--- src/rtl/hyper_cmd_queue.sv ---
// hyper_cmd_queue: buffers host dword read/write commands in a small FIFO and issues them
// one at a time to the hyper_xface controller, returning read data on a held response port.
module hyper_cmd_queue #(
  parameter int DEPTH   = 4,
  parameter int ADDR_W  = 32,
  parameter int DATA_W  = 32,
  parameter int TIMEOUT = 64
) (
  input  logic                   clk,
  input  logic                   reset,
  input  logic                   cmd_valid,
  output logic                   cmd_ready,
  input  logic                   cmd_we,
  input  logic [ADDR_W-1:0]      cmd_addr,
  input  logic [DATA_W-1:0]      cmd_wdata,
  output logic                   rsp_valid,
  input  logic                   rsp_ready,
  output logic [DATA_W-1:0]      rsp_data,
  output logic                   rsp_err,
  output logic                   err_sticky,
  output logic [$clog2(DEPTH):0] pending,
  output logic                   xf_rd_req,
  output logic                   xf_wr_req,
  output logic [ADDR_W-1:0]      xf_addr,
  output logic [DATA_W-1:0]      xf_wr_d,
  input  logic [DATA_W-1:0]      xf_rd_d,
  input  logic                   xf_rd_rdy,
  input  logic                   xf_busy
);

  localparam int PW = $clog2(DEPTH);
  localparam int CW = PW + 1;
  localparam int TW = $clog2(TIMEOUT + 1);

  typedef enum logic [2:0] {IDLE, ISSUE, WAIT_BUSY, WAIT_DONE, RSP} state_t;

  typedef struct packed {
    logic              we;
    logic [ADDR_W-1:0] addr;
    logic [DATA_W-1:0] wdata;
  } cmd_t;

  state_t        state, state_next;
  cmd_t          mem [DEPTH];
  cmd_t          head;
  logic [PW-1:0] wr_ptr, rd_ptr;
  logic [CW-1:0] count, count_next;
  logic          push, pop;

  logic              iss_we;
  logic              got;
  logic [DATA_W-1:0] rd_cap;
  logic [TW-1:0]     tmo_cnt;

  logic              tmo_inc;
  logic              load_rsp;
  logic              rsp_err_next;
  logic [DATA_W-1:0] rsp_data_next;
  logic              set_err;
  logic              capture_window;
  logic              got_now;
  logic [DATA_W-1:0] rd_now;

  assign push    = cmd_valid && cmd_ready;
  assign head    = mem[rd_ptr];
  assign pending = count;

  // Read data may be captured while waiting for busy to rise as well as while it is high.
  assign capture_window = ((state == WAIT_BUSY) || (state == WAIT_DONE)) && !iss_we;
  assign got_now        = got || xf_rd_rdy;
  assign rd_now         = got ? rd_cap : xf_rd_d;

  always_comb begin
    unique case ({push, pop})
      2'b10:   count_next = count + 1'b1;
      2'b01:   count_next = count - 1'b1;
      default: count_next = count;
    endcase
  end

  // NOTE: sequential state uses non-blocking assignments so every register samples
  // pre-edge values, independent of the order the always blocks are evaluated in.
  always_ff @(posedge clk or posedge reset) begin
    if (reset) begin
      wr_ptr    <= '0;
      rd_ptr    <= '0;
      count     <= '0;
      cmd_ready <= 1'b1;
    end else begin
      if (push) wr_ptr <= wr_ptr + 1'b1;
      if (pop)  rd_ptr <= rd_ptr + 1'b1;
      count     <= count_next;
      cmd_ready <= (count_next != CW'(DEPTH));
    end
  end

  // NOTE: the storage array has no reset; the pointers and occupancy define which
  // entries are live, so resetting the payload would only cost flops and routing.
  always_ff @(posedge clk) begin
    if (push) mem[wr_ptr] <= '{we: cmd_we, addr: cmd_addr, wdata: cmd_wdata};
  end

  always_ff @(posedge clk or posedge reset) begin
    if (reset) state <= IDLE;
    else       state <= state_next;
  end

  // NOTE: every signal driven here gets a default first, so no path leaves a value
  // unassigned and no latch is inferred.
  always_comb begin
    state_next    = state;
    pop           = 1'b0;
    tmo_inc       = 1'b0;
    load_rsp      = 1'b0;
    rsp_err_next  = 1'b0;
    rsp_data_next = '0;
    set_err       = 1'b0;
    unique case (state)
      IDLE: begin
        if ((count != '0) && !xf_busy) begin
          pop        = 1'b1;
          state_next = ISSUE;
        end
      end
      ISSUE: state_next = WAIT_BUSY;
      WAIT_BUSY: begin
        if (xf_busy) begin
          state_next = WAIT_DONE;
        end else if (tmo_cnt == TW'(TIMEOUT - 1)) begin
          // Controller never acknowledged: reads return an error, writes are dropped.
          set_err = 1'b1;
          if (iss_we) begin
            state_next = IDLE;
          end else begin
            state_next   = RSP;
            load_rsp     = 1'b1;
            rsp_err_next = 1'b1;
          end
        end else begin
          tmo_inc = 1'b1;
        end
      end
      WAIT_DONE: begin
        if (!xf_busy) begin
          if (iss_we) begin
            state_next = IDLE;
          end else begin
            state_next = RSP;
            load_rsp   = 1'b1;
            if (got_now) begin
              rsp_data_next = rd_now;
            end else begin
              rsp_err_next = 1'b1;
              set_err      = 1'b1;
            end
          end
        end
      end
      RSP: begin
        if (rsp_ready) state_next = IDLE;
      end
      default: state_next = IDLE;
    endcase
  end

  always_ff @(posedge clk or posedge reset) begin
    if (reset) begin
      xf_rd_req  <= 1'b0;
      xf_wr_req  <= 1'b0;
      xf_addr    <= '0;
      xf_wr_d    <= '0;
      iss_we     <= 1'b0;
      got        <= 1'b0;
      rd_cap     <= '0;
      tmo_cnt    <= '0;
      rsp_valid  <= 1'b0;
      rsp_data   <= '0;
      rsp_err    <= 1'b0;
      err_sticky <= 1'b0;
    end else begin
      // Request strobes are high only in the ISSUE cycle that follows the pop.
      xf_rd_req <= pop && !head.we;
      xf_wr_req <= pop && head.we;

      if (pop) begin
        iss_we  <= head.we;
        xf_addr <= head.addr;
        xf_wr_d <= head.wdata;
        got     <= 1'b0;
      end else if (capture_window && xf_rd_rdy && !got) begin
        got    <= 1'b1;
        rd_cap <= xf_rd_d;
      end

      if (state == ISSUE) tmo_cnt <= '0;
      else if (tmo_inc)   tmo_cnt <= tmo_cnt + 1'b1;

      if (load_rsp) begin
        rsp_valid <= 1'b1;
        rsp_data  <= rsp_data_next;
        rsp_err   <= rsp_err_next;
      end else if ((state == RSP) && rsp_ready) begin
        rsp_valid <= 1'b0;
      end

      if (set_err) err_sticky <= 1'b1;
    end
  end

endmodule

--- config.mk ---
export PLATFORM = sky130hd
export DESIGN_NAME = hyper_cmd_queue
export DESIGN_NICKNAME = d
export VERILOG_FILES = /design/src/rtl/hyper_cmd_queue.sv
export SDC_FILE = /design/constraint.sdc
export NUM_CORES = 1
export LEC_CHECK = 0
export BUFFER_PORTS_ARGS = -buffer_cell sky130_fd_sc_hd__buf_2
export CAP_MARGIN = 20
export CORE_ASPECT_RATIO = 2
export CORE_MARGIN = 5
export CORE_UTILIZATION = 45
export DETAILED_ROUTE_END_ITERATION = 10
export PLACE_DENSITY = 0.72
export SYNTH_ARGS = -nofsm -noshare
export SYNTH_HDL_FRONTEND = slang
export SYNTH_SLANG_ARGS = --single-unit
--- constraint.sdc ---
create_clock -name clk -period 5.85 [get_ports clk]
set_input_delay 0.585 -clock clk [delete_from_list [all_inputs] [get_ports clk]]
set_output_delay 0.585 -clock clk [all_outputs]
set_load 0.02 [all_outputs]
==> impl_metrics.json, run 1 <==
{
  "coreArea_mm2": 0.0342,
  "worstSetupStartpointType": "register",
  "final.setup_skew_ps": 13.0,
  "r2r-start": "state[2]$_DFFE_PP0P_",
  "syn_inst": 764,
  "drc": 0,
  "fillCellCount": 2709,
  "rsz0062_at_grt": "false",
  "synth_area_mm2": 0.0155,
  "ys_ff_latch": 413,
  "synth_flop_cell": "edfxtp_1",
  "critical_path_arrival_ps": 3140,
  "synth_top_area_share_pct": 50.3,
  "vias": 7815,
  "pin_count": 208,
  "yosysSeqAreaShare_pct": 75.0,
  "dr.pass1.iters": 4,
  "wire_per_inst_um": 21.4,
  "slew_headroom_pct": 26.9,
  "gp_congestion": 0.763,
  "synth.most_common_cell": "edfxtp_1",
  "cts_root_buffer": "clkbuf_16",
  "finalCritPeriodShare_pct": 46.1,
  "tns_ps": 0,
  "synth_area_leaders": "edfxtp_1 50%, dfrtp_1 24%, mux4_2 9.4%, mux2_2 7.1%, mux2i_1 2.2%",
  "status": "complete, no violations",
  "layout_min_cycle_time_ps": 2690,
  "cts_setup_buffers": 0,
  "end_kind": "register",
  "fmax_ghz": 0.371,
  "ir_drop_uv": 376,
  "synth.avg_cell_area_um2": 20.3,
  "area_delta_synth_final_pct": 18.1,
  "worstPathCellList": "nor2_1 -> o311a_4 -> ha_1 -> inv_1 -> fa_1 -> xor2_1 -> nor2_1 -> xor2_1 -> nand2_1",
  "synth_top_cell_by_area": "edfxtp_1",
  "setup_viol_count_final": 0,
  "port_buffers": 207,
  "multi_input_area_mm2": 0.00374,
  "cts_buffer_depth": 3,
  "initial_core_util_pct": 45.4,
  "ctsResizeCount": 0,
  "grtUsageTotal_pct": 16.4,
  "ys_warn_count": 0,
  "tightestPinTransition_ps": 1100,
  "cts_max_level": 2,
  "holdCritPathClass": "primary input to asynchronous set/reset pin",
  "max-cap-violations": 0,
  "crit_path_start": "state[2]$_DFFE_PP0P_",
  "crit_type": "register to register",
  "cts_tree": "yes",
  "insertion_delay_ps": 530,
  "grt_pass1_wl_um": 49100,
  "cts.sinks": 413,
  "hold_viol_final": 0,
  "synth_cell_type_count": 41,
  "synth_edf_count": 260,
  "antenna_found_initial": 5,
  "grt_overflow_total": 0,
  "dr.first_iter.drc_count": 227,
  "path_clk_slew_ps": 60,
  "hold_buffers": 0,
  "slew_violations": 0,
  "crit_slowest_cell": "o311a_4",
  "synthArstFlopShare_pct": 37.0,
  "avgViaCountPerCell": 5.36,
  "dp_hpwl_um": 18600,
  "rows": 96,
  "required_ps": 6290,
  "synthTopCellsByCount": "260 x edfxtp_1, 152 x dfrtp_1, 98 x mux2_2",
  "drive_gt1_share_pct": 45.1,
  "powerDensity_mw_per_mm2": 534,
  "fin_util_pct": 53.6,
  "leakagePower_nw": 7.03,
  "die_w_um": 141,
  "detail-route-antenna-nets": 0,
  "grt_pass1_vias": 8632,
  "wl_um": 31100,
  "syn-num-nets": 874,
  "critical-path-max-stage-delay_ps": 660,
  "die-area_mm2": 0.0385,
  "num-nets-final": 1094,
  "cts_inserted_buffers": 37,
  "seqCellArea_mm2": 0.0116,
  "grt_max_degree": 77,
  "fp.dieH_um": 273,
  "crit_fanout": 38
}
power by group:
| group | internal [W] | total (W) | switching (W) |
|---|---|---|---|
| Clock | 0.00139 | 0.00241 | 0.00102 |
| Sequential | 0.00400 | 0.00461 | 0.000609 |
| Combinational | 0.00136 | 0.00277 | 0.00140 |
area by class of cell:
type | count | share of cell area [%]
timing repair buffer | 218 | 6.10
clock buffer | 52 | 5.68
tap | 441 | 3.01
inverter | 9 | 0.212
antenna | 4 | 0.0546
multi-input combinational | 305 | 20.4
sequential | 413 | 63.5
clock inverter | 15 | 1.01
per-stage QoR:
step	setup slack [ps]	std cells	cell area, um^2	power (W)	hold slack (ps)
after CTS	3070	1453	18300	0.00997	187
after floorplan	1150	764	15500	0.00651	480
after global placement	2930	1386	17100	0.00743	466
final	3160	1457	18300	0.00979	167
after detailed placement	2900	1386	17100	0.00753	468
after global routing	2930	1455	18300	0.0103	211
worst max-delay path: cells and delay by family (launching register included):
kind / cells / cell delay [ps]
AOI/OAI and AO/OA: 1 / 660
buffers and inverters: 1 / 60
xor gates and xnor gates: 2 / 350
and+or+nand+nor: 3 / 410
adders and majority gates: 2 / 670
DFF: 1 / 460
per-layer routing:
layer / share of wire (%) / GRT usage [%] / vias up
li1: - / - / 3480
met1: 37 / 18.6 / 4094
met2: 55 / 30.8 / 185
met3: 5.3 / 3.08 / 54
met4: 2.7 / 5.28 / 2
met5: 0.022 / 0 / -
final timing paths:
| kind | to | slack, ps | cells past startpoint |
|---|---|---|---|
| setup / recovery | cmd_ready$_DFF_PP1_ | 3160 | 9 |
| min in group clk | mem[2][10]$_DFFE_PP_ | 270 | 1 |
| hold / removal | xf_addr[21]$_DFFE_PP0P_ | 170 | 2 |
| hold reg to reg | rsp_data[19]$_DFFE_PP0P_ | 480 | 1 |
| max in group asynchronous | xf_wr_d[6]$_DFFE_PP0P_ | 4550 | 3 |
| setup reg to reg | cmd_ready$_DFF_PP1_ | 3160 | 9 |
flip-flops by register name, summed over array words and instances (netlist names), 2 cells and up:
signal	count
tmo_cnt	7
xf_addr	32
rd_ptr	2
rsp_data	32
mem	260
state	3
xf_wr_d	32
rd_cap	32
wr_ptr	2
pending	3
kinds of logic (layout without fill, tap and decap cells):
| family | Yosys count | after routing | synth area share [%] |
|---|---|---|---|
| DFF | 413 | 413 | 75.0 |
| other | 0 | 4 | 0 |
| xor gates and xnor gates | 7 | 7 | 0.395 |
| adders and majority gates | 7 | 7 | 0.612 |
| AOI/OAI and AO/OA | 52 | 52 | 2.64 |
| buffers and inverters | 46 | 294 | 1.19 |
| muxes | 197 | 197 | 18.7 |
| and+or+nand+nor | 42 | 42 | 1.47 |
placed cells by master, fill, tap and decap left out, types with 3 or more instances in the layout:
master | Yosys | layout
edfxtp_1 | 260 | 260
clkbuf_8 | 0 | 6
nand2_1 | 7 | 7
diode_2 | 0 | 4
nand3_1 | 4 | 4
nor2_1 | 10 | 8
mux4_2 | 65 | 65
clkbuf_16 | 0 | 37
bufinv_16 | 0 | 3
clkbuf_1 | 28 | 9
o2bb2ai_1 | 32 | 32
and3_4 | 0 | 4
xor2_1 | 4 | 4
buf_2 | 4 | 207
o21ai_0 | 4 | 4
buf_4 | 0 | 11
mux2_2 | 98 | 98
mux2i_1 | 34 | 34
clkinv_2 | 0 | 5
o31ai_1 | 3 | 3
xnor2_1 | 3 | 3
inv_6 | 0 | 3
dfrtp_1 | 152 | 149
ha_1 | 6 | 6
inv_1 | 9 | 8
a21oi_1 | 6 | 6
(Power assumes the default switching activity.)
==> run 2: changes to the inputs <==
==> constraint.sdc (replaced) <==
create_clock -name clk -period 2.5 [get_ports clk]
set_input_delay 0.25 -clock clk [delete_from_list [all_inputs] [get_ports clk]]
set_output_delay 0.25 -clock clk [all_outputs]
set_load 0.02 [all_outputs]
==> run 2 against run 1 <==
- largest cell class unchanged
- sequential power is 120% higher
- global-route usage is 0.54 points higher
- clock power is 150% higher
==> impl_metrics.json, run 2 (synthesis gave the netlist of run 1 again) <==
{
  "ir_drop_uv": 669,
  "use_met2_pct": 30.3,
  "cts_root_buffer": "clkbuf_16",
  "crit_path_start": "state[2]$_DFFE_PP0P_",
  "detail-route-antenna-nets": 0,
  "grt_overflow_total": 0,
  "placed_area_mm2": 0.0173,
  "worstSetupStartpointType": "register",
  "leakagePower_nw": 7.55,
  "cts_buffer_depth": 3,
  "antenna_found_initial": 3,
  "finalCritPeriodShare_pct": 86.6,
  "layout_commonest_cell": "edfxtp_1",
  "initial_core_util_pct": 45.4,
  "dr.pass1.iters": 4,
  "critical_path.endpoint": "cmd_ready$_DFF_PP1_",
  "cts_inserted_buffers": 38,
  "worstPathCellList": "nor2_1 -> o311a_4 -> ha_1 -> inv_1 -> fa_1 -> xor2_1 -> nor2_1 -> xor2_1 -> nand2_1",
  "drc": 0,
  "worst_r2r_path_depth": 9,
  "critical_path_arrival_ps": 2620,
  "end_kind": "register",
  "grt_pass1_wl_um": 51200,
  "use_met3_pct": 2.52,
  "busiest_layer": "met2",
  "post-place-ws_ps": 330,
  "cts_tree": "yes",
  "rows": 96,
  "grt_pass1_vias": 9149,
  "cp_num_cells": 9,
  "vias": 8255,
  "crit_slowest_cell": "dfrtp_1",
  "grt_max_degree": 72,
  "drive_gt1_share_pct": 41.7,
  "cp_top_family": "adder cells",
  "slew_headroom_pct": 63.4,
  "powerDensity_mw_per_mm2": 1200,
  "max-cap-violations": 0,
  "crit_type": "register to register",
  "num-nets-final": 1201,
  "slew_violations": 0,
  "die-area_mm2": 0.0385,
  "area_delta_synth_final_pct": 26.0,
  "top_register": "mem",
  "r2r-start": "state[2]$_DFFE_PP0P_",
  "cts_setup_buffers": 0,
  "rsz0062_at_grt": "false",
  "tns_ps": 0,
  "fmax_ghz": 0.462,
  "tightestPinTransition_ps": 547,
  "wl_um": 31700,
  "final.setup_skew_ps": 15.3,
  "gp_congestion": 0.743,
  "met1_usage_pct": 20.5,
  "insertion_delay_ps": 520,
  "ctsResizeCount": 0,
  "largest_reg_flops": 260,
  "pin_count": 208,
  "setup_viol_count_final": 0,
  "layout_min_cycle_time_ps": 2170,
  "wire_per_inst_um": 20.3,
  "fp.dieH_um": 273,
  "coreArea_mm2": 0.0342,
  "path_buf_inv": 1,
  "path_clk_slew_ps": 70,
  "grtUsageTotal_pct": 17.0,
  "dr.first_iter.drc_count": 389,
  "final_cell_mix": "260 x edfxtp_1, 207 x buf_2, 149 x dfrtp_1, 99 x dlygate4sd3_1, 98 x mux2_2",
  "avgViaCountPerCell": 5.27,
  "setup_ws_ps": 334,
  "critical-path-max-stage-delay_ps": 450,
  "final_area_mm2": 0.0196,
  "cts.sinks": 413,
  "status": "complete, no violations",
  "dp_hpwl_um": 19300,
  "required_ps": 2950,
  "reg2reg_to": "cmd_ready$_DFF_PP1_",
  "crit_fanout": 8,
  "holdCritPathClass": "primary input to register",
  "port_buffers": 207,
  "hold_viol_final": 0,
  "die_w_um": 141,
  "cts_max_level": 2,
  "reg2reg_slack_ps": 330,
  "hold_buffers": 99
}
[run 2: cell count changes in the layout (fill, tap and decap cells not counted)]
cell | before | now
dlygate4sd3_1 | 0 | 99
buf_12 | 0 | 9
clkbuf_16 | 37 | 43
clkinv_2 | 5 | 10
clkbuf_8 | 6 | 2
buf_4 | 11 | 9
clkbuf_1 | 9 | 7
clkinv_8 | 2 | 0
clkinvlp_4 | 1 | 3
inv_6 | 3 | 1
clkinv_1 | 1 | 2
clkinv_4 | 1 | 0
diode_2 | 4 | 3
[run 2: worst min-delay path by stage]
stage                       from                 endpoint  slack, ps  depth (start not counted)
floorplan           cmd_wdata[0]      mem[0][0]$_DFFE_PP_        350                          0
global placement           reset  xf_addr[22]$_DFFE_PP0P_        330                          2
detailed placement         reset   rd_cap[26]$_DFFE_PP0P_        330                          2
CTS                      xf_busy     state[0]$_DFFE_PP0P_         40                          3
global route             xf_busy     state[0]$_DFFE_PP0P_         70                          3
finish                   xf_busy     state[0]$_DFFE_PP0P_         70                          3
[run 2: worst min-delay path: cells and delay by family]
| kind | cells | cell delay, ps |
|---|---|---|
| AO/OA/AOI/OAI | 1 | 70 |
| buffers and inverters | 1 | 120 |
| AND/OR/NAND/NOR | 1 | 100 |
[run 2: through the flow]
| step | instances | utilization, % | total power (W) | hold WS, ps |
|---|---|---|---|---|
| finish | 1565 | 57.1 | 0.0235 | 66.6 |
| global route | 1565 | 57.1 | 0.0248 | 72.8 |
| CTS | 1562 | 57.1 | 0.0239 | 41.1 |
| detailed placement | 1393 | 50.4 | 0.0178 | 331 |
| global placement | 1393 | 50.4 | 0.0175 | 331 |
| floorplan | 764 | - | 0.0152 | 349 |
[run 2: routing by layer]
| layer | share of wire [%] | wire [um] |
|---|---|---|
| met5 | 0 | 0 |
| met1 | 39 | 12300 |
| met2 | 53 | 16900 |
| met4 | 3.5 | 1120 |
| met3 | 4.5 | 1440 |
[run 2: where the power goes]
group,total (W),internal (W),switching (W)
logic,0.00735,0.00344,0.00392
clock network,0.00593,0.00350,0.00243
registers,0.0102,0.00935,0.000871
[run 2: cell type report]
cell class,count,area (um^2)
multi-input combinational,305,3740
inverter,9,37.5
clock buffer,52,1130
clock inverter,18,171
fill,2566,14700
tap,441,552
timing repair buffer,324,2270
antenna,3,7.51
sequential,413,11600
